===== config.mk =====
export PLATFORM = sky130hd
export DESIGN_NAME = branch_predictor_table
export DESIGN_NICKNAME = d
export VERILOG_FILES = /design/src/rtl/bp_pkg.sv /design/src/rtl/bp_counter_table.sv /design/src/rtl/branch_predictor_table.sv
export SDC_FILE = /design/constraint.sdc
export NUM_CORES = 1
export LEC_CHECK = 0
export ABC_AREA = 1
export ABC_CLOCK_PERIOD_IN_PS = 5050
export CORE_ASPECT_RATIO = 1.1
export CORE_MARGIN = 2
export CORE_UTILIZATION = 57
export DETAILED_ROUTE_END_ITERATION = 7
export PLACE_DENSITY = 0.77
export SLEW_MARGIN = 30
export SYNTH_ARGS = -nofsm -noshare
export SYNTH_HDL_FRONTEND = slang
export SYNTH_HIERARCHICAL = 1
export SYNTH_SLANG_ARGS = --single-unit
export TNS_END_PERCENT = 100

===== constraint.sdc =====
create_clock -name clk_i -period 5.05 [get_ports clk_i]
set_clock_uncertainty 0.1 [all_clocks]
set_input_delay 1.2625 -clock clk_i [delete_from_list [all_inputs] [get_ports clk_i]]
set_output_delay 1.2625 -clock clk_i [all_outputs]
set_load 0.02 [all_outputs]

===== src/rtl/bp_pkg.sv =====
// Shared definitions for the branch predictor table: PC-mux select encodings
// and the saturating-counter helpers used by the counter table.
// Counter helpers operate on a 4-bit container (largest supported counter
// width); callers cast the result down to their own counter width.
package bp_pkg;

  localparam int unsigned PCSEL_W   = 2;
  localparam int unsigned CNT_MAX_W = 4;

  localparam logic [PCSEL_W-1:0] PCSEL_SEQ     = 2'b00;
  localparam logic [PCSEL_W-1:0] PCSEL_ID_TGT  = 2'b01;
  localparam logic [PCSEL_W-1:0] PCSEL_EX_FALL = 2'b10;
  localparam logic [PCSEL_W-1:0] PCSEL_EX_TGT  = 2'b11;

  // Weakly not-taken: 2^(cnt_w-1)-1
  function automatic logic [CNT_MAX_W-1:0] cnt_reset_val(input int unsigned cnt_w);
    return CNT_MAX_W'((1 << (cnt_w - 1)) - 1);
  endfunction

  // Saturating increment/decrement, clamps at 0 and 2^cnt_w-1
  function automatic logic [CNT_MAX_W-1:0] sat_update(input logic [CNT_MAX_W-1:0] cnt,
                                                      input logic                 taken,
                                                      input int unsigned          cnt_w);
    logic [CNT_MAX_W-1:0] max_v;
    max_v = CNT_MAX_W'((1 << cnt_w) - 1);
    if (taken) begin
      return (cnt == max_v) ? cnt : cnt + CNT_MAX_W'(1);
    end
    return (cnt == '0) ? cnt : cnt - CNT_MAX_W'(1);
  endfunction

endpackage


===== src/rtl/bp_counter_table.sv =====
// ENTRIES x CNT_W saturating counter array.
// Ports: clk_i/rst_i (async active-high reset to weakly not-taken),
//   rd_idx/rd_cnt    combinational read port,
//   wr_en/wr_idx/wr_taken  synchronous saturating update of one entry.
// A read and write to the same index in one cycle returns the pre-update value.
module bp_counter_table
  import bp_pkg::*;
#(
  parameter int unsigned ENTRIES = 64,
  parameter int unsigned CNT_W   = 2,
  parameter int unsigned IDX_W   = $clog2(ENTRIES)
) (
  input  logic             clk_i,
  input  logic             rst_i,
  input  logic [IDX_W-1:0] rd_idx,
  output logic [CNT_W-1:0] rd_cnt,
  input  logic             wr_en,
  input  logic [IDX_W-1:0] wr_idx,
  input  logic             wr_taken
);

  localparam logic [CNT_W-1:0] CNT_RST = CNT_W'(cnt_reset_val(CNT_W));

  logic [CNT_W-1:0] mem [ENTRIES];

  // Training port; write enable gates any unknown index when idle
  always_ff @(posedge clk_i or posedge rst_i) begin
    if (rst_i) begin
      mem <= '{default: CNT_RST};
    end else if (wr_en) begin
      mem[wr_idx] <= CNT_W'(sat_update(CNT_MAX_W'(mem[wr_idx]), wr_taken, CNT_W));
    end
  end

  assign rd_cnt = mem[rd_idx];

endmodule


===== src/rtl/branch_predictor_table.sv =====
// PC-indexed saturating-counter branch predictor with flush / PC-mux control.
// Predicts in ID, trains from resolved EX outcomes, resolves EX mispredicts
// ahead of ID predicted-taken redirects.
// Ports: clk_i, rst_i (async active-high); ID_Branch_i, ID_pc_i (ID lookup);
//   EX_Branch_i, EX_realTaken_i, EX_predTaken_i, EX_predIdx_i (EX resolve/train);
//   ID_predTaken_o, ID_predIdx_o, Flush_IF_ID_o, Flush_ID_EX_o, pc_select_o
//   (all combinational).
// Build option: BP_GSHARE_EN -- XOR a non-speculative global history into the
//   lookup index; undefined gives a pure bimodal table.
module branch_predictor_table
  import bp_pkg::*;
#(
  parameter  int unsigned ENTRIES = 64,
  parameter  int unsigned CNT_W   = 2,
  parameter  int unsigned PC_W    = 32,
  parameter  int unsigned HIST_W  = 6,
  localparam int unsigned IDX_W   = $clog2(ENTRIES)
) (
  input  logic               clk_i,
  input  logic               rst_i,
  input  logic               ID_Branch_i,
  input  logic [PC_W-1:0]    ID_pc_i,
  input  logic               EX_Branch_i,
  input  logic               EX_realTaken_i,
  input  logic               EX_predTaken_i,
  input  logic [IDX_W-1:0]   EX_predIdx_i,
  output logic               ID_predTaken_o,
  output logic [IDX_W-1:0]   ID_predIdx_o,
  output logic               Flush_IF_ID_o,
  output logic               Flush_ID_EX_o,
  output logic [PCSEL_W-1:0] pc_select_o
);

  logic [IDX_W-1:0] base_idx;
  logic [IDX_W-1:0] rd_idx;
  logic [CNT_W-1:0] rd_cnt;
  logic             unused_pc_bits;

  // Word-aligned PC bits select the entry
  assign base_idx       = ID_pc_i[IDX_W+1:2];
  assign unused_pc_bits = ^{ID_pc_i[PC_W-1:IDX_W+2], ID_pc_i[1:0]};

`ifdef BP_GSHARE_EN
  logic [HIST_W-1:0] ghr;

  // History advances only on resolved branches, so it is never speculative
  always_ff @(posedge clk_i or posedge rst_i) begin
    if (rst_i) begin
      ghr <= '0;
    end else if (EX_Branch_i) begin
      ghr <= HIST_W'({ghr, EX_realTaken_i});
    end
  end

  assign rd_idx = base_idx ^ IDX_W'(ghr);
`else
  localparam int unsigned unused_hist_w = HIST_W;

  assign rd_idx = base_idx;
`endif

  // Training uses the index carried down the pipe, never a recomputed one
  bp_counter_table #(
    .ENTRIES (ENTRIES),
    .CNT_W   (CNT_W),
    .IDX_W   (IDX_W)
  ) u_table (
    .clk_i    (clk_i),
    .rst_i    (rst_i),
    .rd_idx   (rd_idx),
    .rd_cnt   (rd_cnt),
    .wr_en    (EX_Branch_i),
    .wr_idx   (EX_predIdx_i),
    .wr_taken (EX_realTaken_i)
  );

  assign ID_predIdx_o   = rd_idx;
  assign ID_predTaken_o = rd_cnt[CNT_W-1];

  // Redirect priority: EX mispredict squashes any ID branch in the same cycle
  always_comb begin
    Flush_IF_ID_o = 1'b0;
    Flush_ID_EX_o = 1'b0;
    pc_select_o   = PCSEL_SEQ;
    if (EX_Branch_i && (EX_realTaken_i != EX_predTaken_i)) begin
      Flush_IF_ID_o = 1'b1;
      Flush_ID_EX_o = 1'b1;
      pc_select_o   = EX_realTaken_i ? PCSEL_EX_TGT : PCSEL_EX_FALL;
    end else if (ID_Branch_i && ID_predTaken_o) begin
      Flush_IF_ID_o = 1'b1;
      pc_select_o   = PCSEL_ID_TGT;
    end
  end

endmodule


==> flow_summary.yaml <==
min_path:
  hold_end: "u_table/mem[106]"
  hold_class: "flop to flop"
  min_path_cells: 2
  worstHoldStart: "u_table/mem[106]"
placed_design:
  dp_slack_ps: 20.0
  dp_hpwl_um: 14800
  portBuffers: 28
  gp_congestion: 0.973
global_route:
  grt_antenna_before_repair: 0
  met1_usage_pct: 45.3
  grt_pass1_wl_um: 38500
  grt_pass1_vias: 7632
  grt_max_degree: 72
  grtUsageMet2_pct: 52.5
  top_usage_layer: "met2"
  met3_usage_pct: 7.50
  grt_overflow: 0
  track_usage_pct: 34.4
drt:
  drt_drc_violations_left: 0
  antenna_left: 0
  avgRoutedWirePerCell_um: 16.8
  vias: 7825
  totalWireLength_um: 23700
  drt-vias-per-instance: 5.55
  firstDrtPassIters: 5
  drtIter0Drc: 795
pwr:
  power_density_mw_per_mm2: 358
  leakage_uw: 0.00448
  ir_worst_vdd_v: 0.000223
run:
  drv_cap: 0
sta:
  rsz0062_at_grt: "no"
  setup_ws_ps: 181
  clock.fmax_mhz: 205
  finalHoldViolCount: 0
  min_period_ps: 4870
  tightest_slew_ps: 818
  slew_violations: 0
  fin_tns_setup_ps: 0
  setup_viol: 0
  slew_headroom_pct: 45.5
  period_share_pct: 96.4
layout:
  syn_to_final_growth_pct: 14.4
  diodes: 0
  regMostFlops: "u_table/mem"
  top_regs: "u_table/mem: 128 flops"
  fillerInstances: 1164
  regArea_sq_mm: 0.00328
  fin_nets: 1258
  multiInputGateArea_sq_mm: 0.00369
  largest_register_ffs: 128
  drive_gt1_share_pct: 10.7
floorplan:
  die_h_um: 127
  die_x_um: 115
  core.rowCount: 44
  start_util_pct: 58.7
  core_sq_mm: 0.0133
  fp.dieArea_sq_mm: 0.0146
  io_pins: 55
clock_tree:
  h-tree-depth: 4
  ctsHoldBuffers: 0
  cts_tree: "yes"
  cts.sinks: 128
  cts_root_buf: "clkbuf_16"
  cts_buffers: 17
  clockBufferDepth: 2
  clk_latency_ps: 430
  clk_pin_slew_ps: 50
logic_synthesis:
  mappedNetlistNets: 1257
  synth_area_sq_mm: 0.00779
  synth_warnings: 6
  syn-instance-count: 1213
  avgSynthCellArea_sq_um: 6.42
setup_path:
  cp_top_family: "buffers and inverters"
  critPathLaunchType: "input port"
  rr_startpoint: "u_table/mem[57]"
  worst_r2r_path_depth: 12
  crit_required_ps: 3690
  reg2reg_to: "u_table/mem[110]"
  path_max_fanout: 23
  max_stage_delay_ps: 560
  critical_path_arrival_ps: 3510
  path_buf_inv: 4
  critical_path.cell_chain: "clkdlybuf4s50_1, clkinv_1, buf_12, o21ai_0, o22ai_1, o211ai_1, nand3_1, nand3_1, nand2_1, clkdlybuf4s50_1"
  critPathKind: "input port to primary output"
  ff2ff_setup_slack_ps: 2880
  end_kind: "primary output"
  slowest_stage: "clkdlybuf4s50_1"
run_status:
  outcome: "finished clean"
what timing repair did:
| action | in CTS | in global routing |
|---|---|---|
| resized for setup | 0 | 3 |
| endpoints found under the setup margin | 0 | 2 |
| setup buffers | 0 | 0 |
layout by cell type (no fill, tap or decap), types with 3 or more instances in the layout:
cell type and instances:
inv_1 118, nand3_1 93, o221ai_1 3, o22ai_1 4, nand2_1 549, nor3_1 17
o21ai_0 43, clkbuf_8 4, dfstp_2 64, clkdlybuf4s50_1 25, nand4_1 9, buf_12 8
clkinvlp_4 4, bufinv_16 5, dfrtp_1 64, buf_4 17, clkbuf_16 17, o211ai_1 16
a21oi_1 9, nor2_1 136
worst max path at each step:
stage	start	end	slack (ps)	depth (start not counted)
6_report	ID_pc_i[2]	ID_predTaken_o	180	10
5_1_grt	ID_pc_i[2]	ID_predTaken_o	130	10
4_1_cts	ID_pc_i[2]	pc_select_o[0]	20	14
3_5_place_dp	ID_pc_i[2]	pc_select_o[0]	20	14
3_3_place_gp	ID_pc_i[3]	pc_select_o[0]	40	14
2_1_floorplan	rst_i	u_table/mem[101]	380	1
stage by stage:
step           cell area [sq um]  std cells  power [uW]  hold slack [ps]  utilization [%]
6_report                    8910       1411        3190              364             67.1
5_1_grt                     8910       1411        3330              378             67.1
4_1_cts                     8900       1411        3200              365             67.1
3_5_place_dp                8230       1379        1810              355             62.0
3_3_place_gp                8230       1379        1800              352             62.0
2_1_floorplan               7790       1213        1630              346                -
layer usage:
metal,share of wire (%),wire [um],vias to the layer above
met2,45,10600,408
met3,9.9,2360,101
li1,-,-,3721
met5,0,0,-
met1,40,9460,3595
met4,5.5,1320,0
area by class of cell:
type / instances / share of cell area (%)
multi-input combinational: 891 / 41.4
sequential: 128 / 36.9
timing repair buffer: 53 / 6.38
clock buffer: 23 / 5.48
inverter: 123 / 5.28
tap: 184 / 2.58
clock inverter: 9 / 1.99
worst min-delay path, delay by kind of cell, from the launching register on:
kind / cells / cell delay (ps)
flops: 1 / 370
simple gates: 2 / 90
report_power, final:
part	internal [uW]	leakage, uW	switching (uW)
logic	177	0.00261	355
clock network	927	0.000316	455
registers	1200	0.00155	74.2
total	2310	0.00448	884
No activity file was read; power rests on OpenSTA's default activity.
